**config.mk**
```make
export PLATFORM = sky130hd
export DESIGN_NAME = change_dispenser
export DESIGN_NICKNAME = d
export VERILOG_FILES = /design/src/rtl/change_dispenser_pkg.sv /design/src/rtl/change_dispenser_ack_timer.sv /design/src/rtl/change_dispenser.sv
export SDC_FILE = /design/constraint.sdc
export NUM_CORES = 1
export LEC_CHECK = 0
export CAP_MARGIN = 5
export CORE_AREA = 2 2 66 68
export DETAILED_ROUTE_END_ITERATION = 12
export DIE_AREA = 0 0 68 70
export SLEW_MARGIN = 10
export SYNTH_ARGS = -nofsm -noshare
export SYNTH_HDL_FRONTEND = slang
export SYNTH_SLANG_ARGS = --single-unit
```
**constraint.sdc**
```tcl
create_clock -name clock -period 2.05 [get_ports clock]
set_input_delay 0.41 -clock clock [delete_from_list [all_inputs] [get_ports clock]]
set_output_delay 0.41 -clock clock [all_outputs]
set_load 0.005 [all_outputs]
```
**src/rtl/change_dispenser_pkg.sv**
```systemverilog
// ---------------------------------------------------------------------------
// change_dispenser_pkg
//
// Purpose : Shared definitions for the change dispenser block. Holds the
//           change-code constants sent by the vending FSM, the dispenser
//           state encoding, the default coin denomination and a helper
//           that turns a change code into an amount in tk.
//
// Contents:
//   COIN_TK        - default denomination (tk) of one hopper coin
//   R0/R5/R10/R15  - 2-bit change codes (0, 5, 10, 15 tk)
//   state_e        - dispenser FSM states
//   chg_to_tk()    - change code -> tk owed, for a given coin size
// ---------------------------------------------------------------------------
package change_dispenser_pkg;

    localparam int COIN_TK = 5;

    localparam logic [1:0] R0  = 2'b00;
    localparam logic [1:0] R5  = 2'b01;
    localparam logic [1:0] R10 = 2'b10;
    localparam logic [1:0] R15 = 2'b11;

    typedef enum logic [2:0] {
        IDLE     = 3'd0,
        RELEASE  = 3'd1,
        REQ      = 3'd2,
        WAIT_LOW = 3'd3,
        FAULT    = 3'd4
    } state_e;

    // The change code is also the number of coins to issue, so the amount
    // owed is simply code * coin size.
    function automatic logic [4:0] chg_to_tk(input logic [1:0] code,
                                             input int         coin_tk);
        logic [4:0] tk;
        case (code)
            R5:      tk = 5'(coin_tk);
            R10:     tk = 5'(2 * coin_tk);
            R15:     tk = 5'(3 * coin_tk);
            default: tk = '0;
        endcase
        return tk;
    endfunction

endpackage

```
**src/rtl/change_dispenser_ack_timer.sv**
```systemverilog
// ---------------------------------------------------------------------------
// ack_timer
//
// Purpose : Counts cycles spent waiting for the hopper to acknowledge a coin
//           request. Cleared when the dispenser enters its request state and
//           advanced every cycle it stays there. 'expired' flags the last
//           cycle the dispenser may wait before declaring a hopper fault.
//
// Ports:
//   clock   - rising-edge clock
//   reset   - asynchronous, active-low reset
//   clear   - load zero (takes priority over enable)
//   enable  - count one cycle
//   expired - high once TIMEOUT request cycles have been observed
// ---------------------------------------------------------------------------
module ack_timer #(
    parameter int TIMEOUT = 15
) (
    input  logic clock,
    input  logic reset,
    input  logic clear,
    input  logic enable,
    output logic expired
);

    localparam int CW = $clog2(TIMEOUT + 1);

    logic [CW-1:0] count_q;
    logic [CW-1:0] count_d;

    // The count equals the number of request cycles already completed, so
    // the current cycle is the TIMEOUT-th one when count == TIMEOUT-1. The
    // counter saturates there so it can never wrap back below the limit.
    always_comb begin
        count_d = count_q;
        if (clear) begin
            count_d = '0;
        end else if (enable && !expired) begin
            count_d = count_q + 1'b1;
        end
    end

    always_ff @(posedge clock or negedge reset) begin
        if (!reset) begin
            count_q <= '0;
        end else begin
            count_q <= count_d;
        end
    end

    assign expired = (count_q >= CW'(TIMEOUT - 1));

endmodule

```
**src/rtl/change_dispenser.sv**
```systemverilog
// ---------------------------------------------------------------------------
// change_dispenser
//
// Purpose : Completes a vending transaction. Opens the product gate for one
//           cycle when an item was bought, then pays the change one coin at
//           a time through a four-phase req/ack handshake with the hopper.
//           A hopper that never acknowledges drives the block into a
//           terminal FAULT state; requests arriving while busy are dropped
//           and recorded in a sticky overrun flag.
//
// Parameters:
//   COIN_TK     - tk value of one hopper coin
//   ACK_TIMEOUT - max request cycles without coin_ack before FAULT
//   CNT_W       - width of the lifetime coin counter
//
// Ports:
//   clock        - rising-edge clock
//   reset        - asynchronous, active-low reset
//   vend_valid   - one-cycle strobe qualifying buy/chg
//   buy          - an item was purchased
//   chg          - change code (00=0, 01=5, 10=10, 11=15 tk)
//   coin_ack     - hopper acknowledge, high while ejecting a coin
//   item_release - one-cycle product gate pulse
//   coin_req     - request one coin from the hopper
//   busy         - dispenser not idle
//   owed_tk      - change still to be paid in this transaction
//   total_coins  - lifetime count of acknowledged coins (wraps)
//   overrun      - sticky: vend_valid seen while busy
//   fault        - sticky: hopper timed out
//
// Every output comes straight from a flop; nothing is combinational from
// the inputs.
// ---------------------------------------------------------------------------
module change_dispenser #(
    parameter int COIN_TK     = change_dispenser_pkg::COIN_TK,
    parameter int ACK_TIMEOUT = 15,
    parameter int CNT_W       = 8
) (
    input  logic             clock,
    input  logic             reset,
    input  logic             vend_valid,
    input  logic             buy,
    input  logic [1:0]       chg,
    input  logic             coin_ack,
    output logic             item_release,
    output logic             coin_req,
    output logic             busy,
    output logic [4:0]       owed_tk,
    output logic [CNT_W-1:0] total_coins,
    output logic             overrun,
    output logic             fault
);

    import change_dispenser_pkg::*;

    state_e           state_q;
    state_e           state_d;
    logic [1:0]       coins_left_q;
    logic [1:0]       coins_left_d;
    logic [4:0]       owed_q;
    logic [4:0]       owed_d;
    logic [CNT_W-1:0] total_q;
    logic [CNT_W-1:0] total_d;
    logic             overrun_q;
    logic             overrun_d;
    logic             fault_q;
    logic             fault_d;
    logic             item_release_q;
    logic             item_release_d;
    logic             coin_req_q;
    logic             coin_req_d;
    logic             busy_q;
    logic             busy_d;

    logic             timer_clear;
    logic             timer_enable;
    logic             timer_expired;

    ack_timer #(
        .TIMEOUT (ACK_TIMEOUT)
    ) u_ack_timer (
        .clock   (clock),
        .reset   (reset),
        .clear   (timer_clear),
        .enable  (timer_enable),
        .expired (timer_expired)
    );

    // Next-state and datapath logic. coins_left doubles as the loop counter
    // for the coin handshake; it is only reloaded from chg in IDLE, so a
    // second vend_valid while busy cannot disturb the coins still owed.
    always_comb begin
        state_d      = state_q;
        coins_left_d = coins_left_q;
        owed_d       = owed_q;
        total_d      = total_q;
        overrun_d    = overrun_q;
        fault_d      = fault_q;

        case (state_q)
            IDLE: begin
                if (vend_valid) begin
                    coins_left_d = chg;
                    owed_d       = chg_to_tk(chg, COIN_TK);
                    if (buy) begin
                        state_d = RELEASE;
                    end else if (chg != R0) begin
                        state_d = REQ;
                    end
                end
            end

            RELEASE: begin
                state_d = (coins_left_q != 2'd0) ? REQ : IDLE;
            end

            // An acknowledge in the same cycle as the timeout still counts
            // as a delivered coin.
            REQ: begin
                if (coin_ack) begin
                    coins_left_d = coins_left_q - 2'd1;
                    owed_d       = owed_q - 5'(COIN_TK);
                    total_d      = total_q + 1'b1;
                    state_d      = WAIT_LOW;
                end else if (timer_expired) begin
                    fault_d = 1'b1;
                    state_d = FAULT;
                end
            end

            // Second half of the four-phase handshake: the next request is
            // only raised after the hopper has released its acknowledge.
            WAIT_LOW: begin
                if (!coin_ack) begin
                    state_d = (coins_left_q != 2'd0) ? REQ : IDLE;
                end
            end

            FAULT: begin
                state_d = FAULT;
            end

            default: begin
                state_d = IDLE;
            end
        endcase

        // Any strobe outside IDLE (including FAULT) is dropped and flagged.
        if (vend_valid && (state_q != IDLE)) begin
            overrun_d = 1'b1;
        end

        // Outputs are decoded from the next state so that, once registered,
        // they line up exactly with the state they describe.
        item_release_d = (state_d == RELEASE);
        coin_req_d     = (state_d == REQ);
        busy_d         = (state_d != IDLE);
    end

    // The timer restarts on every entry to REQ, whether from IDLE, RELEASE
    // or WAIT_LOW, and runs for each cycle actually spent in REQ.
    assign timer_clear  = (state_d == REQ) && (state_q != REQ);
    assign timer_enable = (state_q == REQ);

    // State and registered outputs. Reset abandons any change still owed.
    always_ff @(posedge clock or negedge reset) begin
        if (!reset) begin
            state_q        <= IDLE;
            coins_left_q   <= '0;
            owed_q         <= '0;
            total_q        <= '0;
            overrun_q      <= 1'b0;
            fault_q        <= 1'b0;
            item_release_q <= 1'b0;
            coin_req_q     <= 1'b0;
            busy_q         <= 1'b0;
        end else begin
            state_q        <= state_d;
            coins_left_q   <= coins_left_d;
            owed_q         <= owed_d;
            total_q        <= total_d;
            overrun_q      <= overrun_d;
            fault_q        <= fault_d;
            item_release_q <= item_release_d;
            coin_req_q     <= coin_req_d;
            busy_q         <= busy_d;
        end
    end

    assign item_release = item_release_q;
    assign coin_req     = coin_req_q;
    assign busy         = busy_q;
    assign owed_tk      = owed_q;
    assign total_coins  = total_q;
    assign overrun      = overrun_q;
    assign fault        = fault_q;

endmodule
```
Word level (Yosys, flattened, before mapping):

Index checks and enable logic that the tools add are counted.

* register bits: 27
* bits of input ports: 7
* output and inout bits: 18
* word-level logic and storage cells: 59

* $add $sub $neg: 4
* order comparisons: 1
* equality and inequality tests: 12
* muxes and demuxes: 17
* bitwise operators: 1
* reduce and logical (&&, ||, !) cells: 14

Operator list (number)
* two-way mux 3 bit: 6
* case mux 3 bit (5 select lines): 1
* case mux 4 bit (3 select lines): 1
* two-way mux 5 bit: 2
* case mux 5 bit (2 select lines): 1
* == test 3 x 2 -> 1 bit (second input constant): 3
* adder 8 x 1 -> 8 bit (second input constant): 1
* two-way mux 4 bit: 2
* nonzero test 2 bit: 4
* == test 3 x 1 -> 1 bit (second input constant): 2
* two-way mux 2 bit: 3
* AND reduction 3 bit: 2
* nonzero test 3 bit: 2
* subtractor 5 x 3 -> 5 bit (second input constant): 1
* adder 4 x 1 -> 4 bit (second input constant): 1
* == test 2 bit (second input constant): 2
* >= comparator 4 bit (second input constant): 1
* inequality test 2 bit (second input constant): 2
* case mux 2 bit (2 select lines): 1
* == test 3 bit (second input constant): 1
* logical AND 1 bit: 3
* zero test 3 bit: 1
* inequality test 3 x 2 -> 1 bit (second input constant): 1
* == test 2 x 1 -> 1 bit (second input constant): 1
* 4 further kinds: 4

Logic depth before layout (Yosys ltp):

* depth in word-level cells: 8
* depth in mapped cells: 7

Cells and area by module:

From an unflattened synthesis, not the netlist that was laid out.

* cells, all modules: 134
* area total of the unflattened synthesis: 1432.6 um^2

By module, submodules not included
* change_dispenser: times used 1, cells an instance 112, area each 1201.2 um^2
* ack_timer: times used 1, cells an instance 22, area each 231.5 um^2

Worst setup path before layout:

OpenSTA, ideal clock, no wires.

* path type: reg2reg
* start point: reg state_q[0]
* end point: reg owed_q[2] (netlist: owed_tk[2])
* setup time: 0.064 ns
* arrival time: 1.498 ns
* path slack: 0.488 ns
* cell stages (with the launch flop): 7
* period minus slack after synthesis: 1.562 ns
* cell sequence: dfrtp_1 -> buf_6 -> or3b_1 -> buf_2 -> or3_1 -> a21oi_1 -> a21o_1

* word-level cells in the longest chain between the ends: 3
* elaborated cells between the ends (all ways): 7

Ends and longest elaborated chain
* start: declaration: line change_dispenser.sv:56 `state_e state_q;`
* start signal: assignment: line change_dispenser.sv:178 `state_q <= state_d;`
* == test 3 x 2 -> 1 bit / zero test 3 bit (equally long branches): line change_dispenser.sv:100 `case (state_q)`
* inequality test 2 bit (no source line) / nonzero test 2 bit (equally long branches)
* AND reduction 3 bit (no source line)
* end signal: assignment: line change_dispenser.sv:180 `owed_q <= owed_d;`
* end: declaration: line change_dispenser.sv:60 `logic [4:0] owed_q;`

Parallel ways exist; a longest one is shown, timed or not.
A chain may end at the register's enable or synchronous reset.

Worst setup path in the final report:

* start point: in coin_ack
* end point: reg owed_q[2] (netlist: owed_tk[2])

* word-level cells in the longest chain between the ends: 2

Ends and longest elaborated chain
* start: declaration: line change_dispenser.sv:44 `input logic coin_ack,`
* inequality test 2 bit (no source line)
* AND reduction 3 bit (no source line)

No other way between the ends.

==> results.yml <==
worst_setup_path:
  cp_slowest_cell: "a21oi_1"
  max_stage_delay_ns: 0.61
  cp_common_cell: "a21oi_1"
  critPathCaptureType: "flop"
  critical_path.top_delay_family: "compound AO/OA/AOI/OAI gates"
  cp_num_buf_inv: 2
  worstPathRequired_ns: 2.22
  crit_path_cell_trace: "clkdlybuf4s50_1 > nor4bb_1 > a21oi_1 > buf_4 > a21oi_1 > a21o_1"
  critPathLaunchType: "input pin"
  arrival_ns: 2.05
  crit_type: "in2reg"
  cp_max_fo: 11
hold_path:
  min_path_type: "reg2reg"
timing:
  hold_violations: 0
  clock.fmax_mhz: 533
  clock_skew_ns: 0.00412
  setup_violations: 0
  drv_slew: 0
  post-route-min-period_ns: 1.87
  worst_pin_slew_ns: 0.749
  relSlewSlack: 0.500
  fin_crit_sh: 0.915
  grt_setup_unrepaired: "no"
cells_and_area:
  final_util: 0.411
  syn2layout_area_growth_pct: 27.6
  final_cell_mix: "27 x dfrtp_1, 24 x clkdlybuf4s50_1, 9 x nor2_1"
  fin_area_sq_um: 1700
  drive_above_1_share: 0.118
  fin_nets: 166
  layout_commonest_cell: "dfrtp_1"
  num_antenna_cells: 0
pwr:
  p_switching_mw: 0.840
  intPower_mw: 1.45
  p_leak_nw: 0.757
  swShare: 0.367
  peakVddDrop_v: 0.000482
  clockPowerShare: 0.136
  p_per_area_nw_per_um2: 1340
  comb_power_share: 0.454
  seq_power_share: 0.411
global_routing:
  grt_pass1_vias: 1056
  grt_first_pass_wirelength_um: 4690
  grt_start_max_net_pins: 28
  antenna_found_initial: 0
  grt_usage: 0.128
  overflow: 0
run:
  cap_violations: 0
clock_network:
  cts_setup_buffers: 0
  htreeDepth: 1
  clock_latency_ns: 0.27
  cts_tree: "yes"
  cts_buffer_depth: 2
  ctsResizeCount: 0
  clk_pin_slew_ns: 0.10
  clock-sinks: 27
  ctsHoldBuffers: 0
  root_buffer: "clkbuf_8"
  cts_buffers: 3
outcome:
  status: "finished, final reports clean"
synthesis:
  yosysSeqAreaShare: 0.506
  synth_top_cell_area_share: 0.506
  synthesis.area_sq_um: 1340
  netlist-cell-type-count: 40
  syn_nets: 136
  yosys-top-cells-area: "dfrtp_1 51%, ha_1 4.7%, xnor2_1 3.9%"
  syn_area_per_cell_sq_um: 10.8
  synthCells: 124
  yosys.area.top_type: "dfrtp_1"
  synth_ff_type: "dfrtp_1"
  async_flop_share: 1.00
  ys_ff_latch: 27
  synth_edf_count: 0
  yosysWarnings: 0
place:
  postPlaceCellArea_sq_um: 1650
  gp_congestion: 0.722
  io_buffers: 24
  dpl.hpwl_um: 2110
drt:
  viasPerCell: 5.04
  wl_per_cell_um: 13.4
  drt_pre_antenna_iters: 4
  drc: 0
  first_iter_violations: 67
  vias: 1034
  ant_nets: 0
  drt_wl_total_um: 2750
die:
  dieArea_sq_um: 4760
  start_util: 0.322
  core-area_sq_um: 4140
  die_w_um: 68
  rows: 24
  die_y_um: 70
  ios: 25
[through the flow]
stage / worst slack [ns] / hold WS (ns) / power, mW / std cells / setup TNS [ns]
5_1_grt: 0.0289 / 0.494 / 2.49 / 205 / 0
3_5_place_dp: -0.120 / 0.454 / 2.00 / 201 / -0.698
3_3_place_gp: -0.0682 / 0.447 / 1.95 / 201 / -0.265
2_1_floorplan: 0.488 / 0.114 / 1.55 / 124 / 0
4_1_cts: 0.166 / 0.480 / 2.32 / 205 / 0
6_report: 0.175 / 0.472 / 2.29 / 205 / 0
[path summary, 6_finish.rpt]
check	slack (ns)	end	from	cells past startpoint
max	0.18	owed_tk[2]	coin_ack	6
min	0.47	total_coins[7]	total_coins[7]	1
max reg2reg	0.19	u_ack_timer.count_q[2]	u_ack_timer.count_q[0]	6
min reg2reg	0.47	total_coins[7]	total_coins[7]	1
max in group asynchronous	1.28	fault	reset	2
min in group asynchronous	0.51	total_coins[2]	reset	2
[power by group through the flow]
stage / registers (mW) / logic [mW] / clock network (mW)
floorplan: 0.892 / 0.662 / 0
global placement: 0.937 / 1.01 / 0
detailed placement: 0.952 / 1.05 / 0
CTS: 0.943 / 1.06 / 0.325
global route: 0.972 / 1.16 / 0.354
finish: 0.940 / 1.04 / 0.311
[worst reg2reg max path: stages (launching register included)]
cell	delay, ns
dfrtp_1	0.45
inv_1	0.08
ha_1	0.20
o211ai_1	0.37
o32ai_2	0.19
nor3_1	0.34
nor3_1	0.12
[synthesized netlist by cell type (2+ instances only)]
cell type	instances
a21o_1	5
nand2_1	8
nor3_1	4
nand4_1	2
or3_1	3
ha_1	5
nand3_1	3
buf_2	4
nor2_1	9
nor2b_1	2
xnor2_1	6
o211ai_1	3
and3_1	2
xor2_1	2
dfrtp_1	27
nor3b_2	2
inv_1	7
and4_1	2
a211oi_1	2
a21oi_1	6
[cell type report]
type                    instances  area [sq um]
clock buffers                   3          41.3
clock inverters                 1          7.51
fillers                       421          2440
inverters                       7          26.3
multi-input cells              84           594
flip-flops and latches         27           676
well taps                      52          65.1
repair buffers                 31           293
[metal layers]
layer / up-vias / global-route usage / share of wire
met5: - / 0 / 0
met4: 0 / 0.0467 / 0.011
met3: 4 / 0.0193 / 0.037
met2: 22 / 0.229 / 0.54
met1: 508 / 0.151 / 0.42
li1: 500 / - / -
[sequential cells by signal, indices dropped and copies added (netlist names)]
signal,flops
total_coins,8
owed_tk,5
u_ack_timer.count_q,4
state_q,3
coins_left_q,2
busy,1
coin_req,1
fault,1
item_release,1
overrun,1
[cells by family (layout without fill, tap and decap cells)]
logic type | after synthesis | count (layout) | share of synthesized area
buffers and inverters | 13 | 42 | 0.0487
and+or+nand+nor | 40 | 40 | 0.170
DFF | 27 | 27 | 0.506
AOI/OAI and AO/OA | 29 | 29 | 0.160
muxes | 2 | 2 | 0.0159
adders and majority gates | 5 | 5 | 0.0469
xor gates and xnor gates | 8 | 8 | 0.0525
No activity file was read; power rests on OpenSTA's default activity.
